<file path="config.mk">
export PLATFORM = sky130hd
export DESIGN_NAME = if_id_pipe_buf
export DESIGN_NICKNAME = d
export VERILOG_FILES = /design/src/rtl/if_id_pipe_buf_pkg.sv /design/src/rtl/if_id_pipe_buf_entry.sv /design/src/rtl/if_id_pipe_buf.sv
export SDC_FILE = /design/constraint.sdc
export NUM_CORES = 1
export LEC_CHECK = 0
export ABC_AREA = 1
export CAP_MARGIN = 20
export CORE_ASPECT_RATIO = 0.5
export CORE_MARGIN = 2
export CORE_UTILIZATION = 35
export DETAILED_ROUTE_END_ITERATION = 6
export DONT_BUFFER_PORTS = 1
export PLACE_DENSITY_LB_ADDON = 0.3
export SYNTH_ARGS = -nofsm -noshare
export SYNTH_HDL_FRONTEND = slang
export SYNTH_SLANG_ARGS = --single-unit
</file>
<file path="constraint.sdc">
create_clock -name clk -period 1 [get_ports clk]
set_input_delay 0.1 -clock clk [delete_from_list [all_inputs] [get_ports clk]]
set_output_delay 0.1 -clock clk [all_outputs]
set_load 0.05 [all_outputs]
</file>
<file path="src/rtl/if_id_pipe_buf_pkg.sv">
// Shared pipeline-boundary definitions: NOP encoding, buffer states and occupancy width.
package if_id_pipe_buf_pkg;

    localparam logic [15:0] NOP_INSTR_DEFAULT = 16'h0800;
    localparam int          PIPE_OCC_W        = 2;

    typedef enum logic [1:0] {
        ST_EMPTY = 2'd0,
        ST_ONE   = 2'd1,
        ST_TWO   = 2'd2
    } buf_state_e;

    function automatic logic [PIPE_OCC_W-1:0] occ_of_state(input buf_state_e st);
        logic [PIPE_OCC_W-1:0] occ;
        case (st)
            ST_ONE:  occ = 2'd1;
            ST_TWO:  occ = 2'd2;
            default: occ = 2'd0;
        endcase
        return occ;
    endfunction

endpackage

</file>
<file path="src/rtl/if_id_pipe_buf_entry.sv">
// One buffer slot: a valid bit plus a data word that only changes on load.
module pipe_entry #(
    parameter int DATA_W = 32
) (
    input  logic              clk,
    input  logic              rst_n,
    input  logic              load,
    input  logic              clear,
    input  logic [DATA_W-1:0] d_data,
    output logic              q_valid,
    output logic [DATA_W-1:0] q_data
);

    logic              valid_q, valid_d;
    logic [DATA_W-1:0] data_q, data_d;

    // Clear only drops the valid bit; the stale data is masked by the consumer.
    always_comb begin
        valid_d = valid_q;
        data_d  = data_q;
        if (clear) begin
            valid_d = 1'b0;
        end else if (load) begin
            valid_d = 1'b1;
            data_d  = d_data;
        end
    end

    always_ff @(posedge clk or negedge rst_n) begin
        if (!rst_n) begin
            valid_q <= 1'b0;
            data_q  <= '0;
        end else begin
            valid_q <= valid_d;
            data_q  <= data_d;
        end
    end

    assign q_valid = valid_q;
    assign q_data  = data_q;

endmodule

</file>
<file path="src/rtl/if_id_pipe_buf.sv">
// IF/ID boundary buffer with valid/ready handshake, flush-to-NOP and optional skid slot.
// Define IF_ID_SKID_EN for the two-entry build with a registered in_ready.
module if_id_pipe_buf
    import if_id_pipe_buf_pkg::*;
#(
    parameter int                 INSTR_W   = 16,
    parameter int                 PC_W      = 16,
    parameter logic [INSTR_W-1:0] NOP_INSTR = INSTR_W'(NOP_INSTR_DEFAULT)
) (
    input  logic                  clk,
    input  logic                  rst,
    input  logic                  flush,
    input  logic                  in_valid,
    output logic                  in_ready,
    input  logic [INSTR_W-1:0]    instruc_in,
    input  logic [PC_W-1:0]       seq_pc_in,
    output logic                  out_valid,
    input  logic                  out_ready,
    output logic [INSTR_W-1:0]    instruc_out,
    output logic [PC_W-1:0]       seq_pc_out,
    output logic [PIPE_OCC_W-1:0] occupancy
);

    localparam int DATA_W = INSTR_W + PC_W;

    // Handshake: a word moves on a side only in a cycle where both valid and ready are high.
    buf_state_e        state_q, state_d;
    logic              accept, consume;
    logic              main_valid, main_load, main_clear;
    logic [DATA_W-1:0] main_data, main_src;

`ifdef IF_ID_SKID_EN
    logic              in_ready_q, in_ready_d;
    logic              skid_valid, skid_load, skid_clear;
    logic [DATA_W-1:0] skid_data;
`endif

    assign accept  = in_valid & in_ready;
    assign consume = main_valid & out_ready;

    always_comb begin
        state_d    = state_q;
        main_load  = 1'b0;
        main_clear = 1'b0;
        main_src   = {instruc_in, seq_pc_in};
`ifdef IF_ID_SKID_EN
        skid_load  = 1'b0;
        skid_clear = 1'b0;
`endif
        case (state_q)
            ST_EMPTY: begin
                if (accept) begin
                    main_load = 1'b1;
                    state_d   = ST_ONE;
                end
            end
            ST_ONE: begin
                if (accept && consume) begin
                    main_load = 1'b1;
`ifdef IF_ID_SKID_EN
                end else if (accept) begin
                    skid_load = 1'b1;
                    state_d   = ST_TWO;
`endif
                end else if (consume) begin
                    main_clear = 1'b1;
                    state_d    = ST_EMPTY;
                end
            end
`ifdef IF_ID_SKID_EN
            ST_TWO: begin
                if (consume) begin
                    main_load  = 1'b1;
                    main_src   = skid_data;
                    skid_clear = 1'b1;
                    state_d    = ST_ONE;
                end
            end
`endif
            default: state_d = ST_EMPTY;
        endcase

        // A redirect squashes everything, including whatever fetch offers this cycle.
        if (flush) begin
            state_d    = ST_EMPTY;
            main_load  = 1'b0;
            main_clear = 1'b1;
`ifdef IF_ID_SKID_EN
            skid_load  = 1'b0;
            skid_clear = 1'b1;
`endif
        end
    end

`ifdef IF_ID_SKID_EN
    assign in_ready_d = (state_d != ST_TWO);

    always_ff @(posedge clk or negedge rst) begin
        if (!rst) begin
            state_q    <= ST_EMPTY;
            in_ready_q <= 1'b1;
        end else begin
            state_q    <= state_d;
            in_ready_q <= in_ready_d;
        end
    end

    assign in_ready = in_ready_q;

    pipe_entry #(.DATA_W(DATA_W)) u_skid (
        .clk     (clk),
        .rst_n   (rst),
        .load    (skid_load),
        .clear   (skid_clear),
        .d_data  ({instruc_in, seq_pc_in}),
        .q_valid (skid_valid),
        .q_data  (skid_data)
    );
`else
    always_ff @(posedge clk or negedge rst) begin
        if (!rst) begin
            state_q <= ST_EMPTY;
        end else begin
            state_q <= state_d;
        end
    end

    assign in_ready = ~main_valid | out_ready;
`endif

    pipe_entry #(.DATA_W(DATA_W)) u_main (
        .clk     (clk),
        .rst_n   (rst),
        .load    (main_load),
        .clear   (main_clear),
        .d_data  (main_src),
        .q_valid (main_valid),
        .q_data  (main_data)
    );

    assign out_valid   = main_valid;
    assign instruc_out = main_valid ? main_data[DATA_W-1:PC_W] : NOP_INSTR;
    assign seq_pc_out  = main_valid ? main_data[PC_W-1:0] : '0;
    assign occupancy   = occ_of_state(state_q);

endmodule
</file>
### Yosys cells after proc, flatten, opt, wreduce, memory -nomap -nowiden

Cells that the tools add are included.

* output and inout bits: 36
* input port bits: 37
* logic and storage cells: 36
* register bits: 35

* muxes and demuxes: 18
* bitwise logic cells: 5
* equal/unequal tests: 5
* reduce and logical (&&, ||, !) cells: 5

Operators with widths (number)
* $mux W16: 2
* $mux W1: 9
* $ne A3 B3 Y1 const B: 3
* $mux W2: 4
* $pmux W2 S2: 2
* $reduce_and A3 Y1: 1
* $and A1 B1 Y1: 2
* $eq A2 B1 Y1 const B: 1
* $eq A2 B2 Y1 const B: 1
* $logic_not A2 Y1: 1
* $not A1 Y1: 2
* $pmux W1 S2: 1
* $reduce_and A2 Y1: 1
* $reduce_bool A2 Y1: 1
* $logic_and A1 B1 Y1: 1
* $or A1 B1 Y1: 1

### Longest topological paths before layout

Gate-level depths: netlist of the first run.

* word-level depth: 9
* depth in mapped cells: 7
* gate-level depth less buffers: 5

### By module

From an unflattened synthesis of the first run, not the netlist that was laid out.

* cells, all modules: 227
* area total of the unflattened synthesis: 1710.4 sq um

Modules (own cells, without submodules)
* pipe_entry: area an instance 1331.3 sq um, instances 1, cells an instance 143
* if_id_pipe_buf: area an instance 379.1 sq um, instances 1, cells an instance 84

### Least setup slack after synthesis of the first run

Ideal clock, no wire load.

* path kind: reg2reg
* start: register u_main.valid_q (netlist: u_main.q_valid)
* end: register u_main.data_q[0] (netlist: u_main.q_data[0])
* period minus slack after synthesis: 1770 ps
* data required time: 883 ps
* arrival: 1653 ps
* path slack: -770 ps
* cell stages (with the launch flop): 7
* cell sequence: dfrtp_1 > buf_6 > nand2_1 > nand4_4 > buf_6 > nand2_1 > nand2_1

* word-level cells in the longest chain between the ends: 9

RTL lines
* from (decl): line if_id_pipe_buf_entry.sv:14 `logic valid_q, valid_d;`
* from (signal assigned): line if_id_pipe_buf_entry.sv:34 `valid_q <= valid_d;`
* $not A1 Y1 (*): line if_id_pipe_buf.sv:128 `assign in_ready = ~main_valid | out_ready;`
* $or A1 B1 Y1 (*): line if_id_pipe_buf.sv:128
* via in_ready: line if_id_pipe_buf.sv:14 `output logic in_ready,`
* $and A1 B1 Y1 (*): line if_id_pipe_buf.sv:38 `assign accept = in_valid & in_ready;`
* $logic_and A1 B1 Y1: line if_id_pipe_buf.sv:58 `if (accept && consume) begin`
* $mux W1: line if_id_pipe_buf.sv:58
* $mux W1: line if_id_pipe_buf.sv:50 `case (state_q)`
* $mux W1: line if_id_pipe_buf.sv:84 `if (flush) begin`
* $not A1 Y1 (no source line)
* $reduce_and A2 Y1 (no source line) (*)
* to (signal assigned): line if_id_pipe_buf_entry.sv:35 `data_q <= data_d;`
* to (decl): line if_id_pipe_buf_entry.sv:15 `logic [DATA_W-1:0] data_q, data_d;`

The timed path passes the listed nets; every way through them passes the cells marked *.
A chain may end at the register's enable or synchronous reset.

### Worst setup path after layout of the first run

* start: register u_main.valid_q (netlist: u_main.q_valid)
* end: output instruc_out[8]

* word-level cells in the longest chain between the ends: 1

RTL lines
* $mux W16: line if_id_pipe_buf.sv:142 `assign instruc_out = main_valid ? main_data[DATA_W-1:PC_W] : NOP_INSTR;`
* to (decl): line if_id_pipe_buf.sv:19 `output logic [INSTR_W-1:0] instruc_out,`

No other way between the ends.

==> results by stage, run 1 <==
Clock network:
- Clock latency on the worst-skew pair, taken at its later pin, is 0.29 ns.
- The clock root buffer master is sky130_fd_sc_hd__clkbuf_8.
- Counting every sink on the clock net gives 34.
- Clock-pin slew was measured on the worst setup and hold paths at 0.07 ns.
- The clock tree from TritonCTS is built.
- The number of buffers inserted during clock tree synthesis is 5.
- The H-tree depth is 2.
- The clock passes through at most 2 buffers.

Timing:
- Timing would allow up to 0.7220 GHz.
- Setup repair after global routing could not meet its margin everywhere.
- The clock skew is 0.007482 ns.
- The worst path in the final design needs a cycle of 1.385 ns, including I/O delays and setup.
- The final-report max-slew violation count is 0.
- The count of final setup violators is 68.
- The post-route setup TNS is -20.09 ns.
- The count of final hold-check violations is 0.
- The final setup slack of the worst path is -0.3850 ns.
- After layout, the worst path uses 138.5% of the clock period.

Synth:
- The cell type with the largest total area after synthesis is sky130_fd_sc_hd__dfrtp_1.
- After synthesis, the cell types taking the most area are sky130_fd_sc_hd__dfrtp_1 (49%), sky130_fd_sc_hd__nand2_1 (21%), sky130_fd_sc_hd__nand4_1 (12%), sky130_fd_sc_hd__inv_1 (6.7%), sky130_fd_sc_hd__buf_6 (4.5%).
- In the synthesized netlist, the number of instances is 224.
- The netlist area before placement is 1748 µm².
- The unique cell type count in the Yosys netlist is 16.
- For this run, the number of Yosys warnings is 0.
- The register bit count reported by yosys is 34.
- In this run the mean area of a mapped cell was 7.803 µm².
- The share of the synthesized area in the top cell type is 48.68%.
- When the netlist entered floorplanning its net count stood at 261.
- Sequential cells were found to cover 48.68% of the synthesized design area.

Drt:
- The final layout contains routed wiring with a total length of 4749 µm.
- After detailed routing, the average wire length per cell comes to 14.05 µm.
- In the routed layout, each cell is associated on average with a via count of 4.722.
- The number of violations reported at the end of detailed-routing iteration 0 is 46.
- The number of detailed-route iterations in the first pass is 4.
- The detailed router placed 1,596 vias in this run.
- The count of nets left with antenna violations once routing finished came out at 0.
- The number of DRC violations after detailed routing is 0.

Global routing:
- The via count of the first global-routing pass is 1,548.
- The total grt overflow is 0.
- In the global route stage, met1 resource usage came out at 21.38%.
- The routing layer with the top usage in global route is met2.
- The initial antenna violation count is 0.
- The maximum number of pins on one net before global-route repair is 35.
- Global routing used 17.58% of the available tracks.
- The met2 usage is 31.14%.
- The wire length of the first global-routing pass is 7583 µm.
- For this run, global-route usage on met3 was measured as 5.327%.

Final layout:
- The number of antenna repair diodes is 0.
- The count of fill cells added during filler insertion is 468.
- The most common cell after layout, fill and taps aside is sky130_fd_sc_hd__nand2_1.
- In the layout the commonest cells are sky130_fd_sc_hd__nand2_1 (74), sky130_fd_sc_hd__nand4_1 (33), sky130_fd_sc_hd__dlygate4sd3_1 (33), sky130_fd_sc_hd__dfrtp_1 (33), sky130_fd_sc_hd__clkinvlp_4 (32).
- The net count of the finished layout is 304.
- The area growth from synthesis to layout is 48.39%.
- The share of layout cells above drive strength 1 is 34.33%.

Floorplanning:
- The floorplan step defined a die boundary enclosing 5610 µm².
- In this run the count of I/O pins placed on the die edge is 73.
- The floorplan has 18 rows.
- In this run the vertical extent of the chip is 53.97 µm.
- The die extent in x is 103.9 µm.
- In this run the standard cell core region covers 4865 µm².
- For this configuration, the core starts out at a cell density of 35.93%.

Placed design:
- The placed wire-length estimate is 3019 µm.
- Routability-driven placement finished with a final weighted congestion of 0.7407.
- During placement, the flow inserted port buffers numbering 0.

Power:
- The total chip power is 4.593 mW.
- The power per standard cell area is 1771 nW/µm².
- Summed over all cells, the static leakage comes to 1.110 nW.
- VDD sags by at most 730.4 µV.

Worst setup path:
- The required time at the endpoint of the critical path is 0.90 ns.
- The worst-path maximum fanout is 23.
- The critical path is of the register to primary output type.
- The worst endpoint data arrival time is 1.28 ns.
- The startpoint type of the worst setup path is a register.
- STA classifies the critical path endpoint as a primary output.

Job:
- The tool flagged a number of max-cap violations equal to 0.

Hold path:
- The min-delay analysis places its worst path in the category input pin to register.

Outcome:
- The final reports fail on negative setup slack.
- The run finished, with violations left.
state kept, by name (all words and copies together) (netlist names):
| name | count |
|---|---|
| u_main.q_data | 32 |
| state_q | 1 |
| u_main.q_valid | 1 |
logic make-up (layout without fill, tap and decap cells):
kind of cell           count (synthesis)  count (layout)  share of synthesized area (%)
AOI/OAI and AO/OA                      2               2                          1.217
buffers and inverters                 52              96                          14.60
DFF                                   34              34                          48.68
other                                  1               1                         0.2145
and+or+nand+nor                      135             135                          35.29
report_power, final:
part | internal [mW] | switching, mW | total, mW | leakage, nW
clock network | 0.553 | 0.514 | 1.07 | 0.0472
registers | 1.66 | 0.207 | 1.87 | 0.422
logic | 0.504 | 1.15 | 1.66 | 0.641
worst max-delay path, stage by stage, from the launching register on:
cell and delay (ns):
sky130_fd_sc_hd__dfrtp_2 0.45, sky130_fd_sc_hd__buf_12 0.18, sky130_fd_sc_hd__nand2_1 0.11, sky130_fd_sc_hd__clkinvlp_4 0.25
routing by layer:
| layer | vias up | share of wire [%] | wire length, µm |
|---|---|---|---|
| li1 | 780 | - | - |
| met5 | - | 0 | 0 |
| met2 | 48 | 50 | 2386 |
| met3 | 6 | 5.4 | 257 |
| met1 | 762 | 43 | 2047 |
| met4 | 0 | 1.2 | 58 |
worst paths after layout:
kind                                               start                            end  cells past startpoint  slack (ns)
min reg2reg                u_main.q_data[19]$_DFFE_PN0P_  u_main.q_data[19]$_DFFE_PN0P_                      2        0.48
min                                                flush   u_main.q_data[0]$_DFFE_PN0P_                      3        0.02
max                           u_main.q_valid$_DFFE_PN0P_                 instruc_out[8]                      3       -0.38
max in group asynchronous                            rst     u_main.q_valid$_DFFE_PN0P_                      2        0.54
max reg2reg                   u_main.q_valid$_DFFE_PN0P_  u_main.q_data[11]$_DFFE_PN0P_                      7       -0.27
min in group asynchronous                            rst  u_main.q_data[15]$_DFFE_PN0P_                      2        0.27
layout make-up:
class | count | area, µm² | share of cell area [%]
clock buffers | 6 | 82.58 | 3.184
well taps | 70 | 87.58 | 3.377
repair buffers | 53 | 590.6 | 22.77
clock inverters | 2 | 12.51 | 0.4824
inverters | 35 | 250.2 | 9.648
multi-input cells | 138 | 718.2 | 27.69
flip-flops and latches | 34 | 852.1 | 32.85
timing repair:
| item | in CTS | in global routing |
|---|---|---|
| hold endpoints to repair | 66 | 0 |
| hold buffers | 34 | 0 |
| resized for setup | 21 | 9 |
| cloned | 2 | 0 |
| setup buffers | 0 | 0 |
| setup endpoints to repair | 69 | 69 |
Yosys cell counts, drive strengths merged:
cell and count:
nor2 2, a21oi 1, conb 1, nand2 98, clkbuf 6, inv 35, dfrtp 34, buf 11
o21ai 1, or2 1, nand4 34
metrics by stage:
stage | std cells | util, % | setup slack [ns] | hold WS [ns] | instance area, µm²
finish | 338 | 53.32 | -0.3850 | 0.01978 | 2594
global route | 338 | 53.32 | -0.4324 | 0.01018 | 2594
CTS | 338 | 53.01 | -0.3903 | 0.007838 | 2579
detailed placement | 294 | 41.85 | -0.1915 | -0.1950 | 2036
global placement | 294 | 41.85 | -0.1515 | -0.1949 | 2036
floorplan | 224 | - | -0.3258 | -0.1956 | 1922
(Power assumes the default switching activity.)
==> run 2: changes to the inputs <==
- CAP_MARGIN: 20 -> 0
==> results of run 2 <==
Final layout, timing and power as in run 1 (identical DEF).
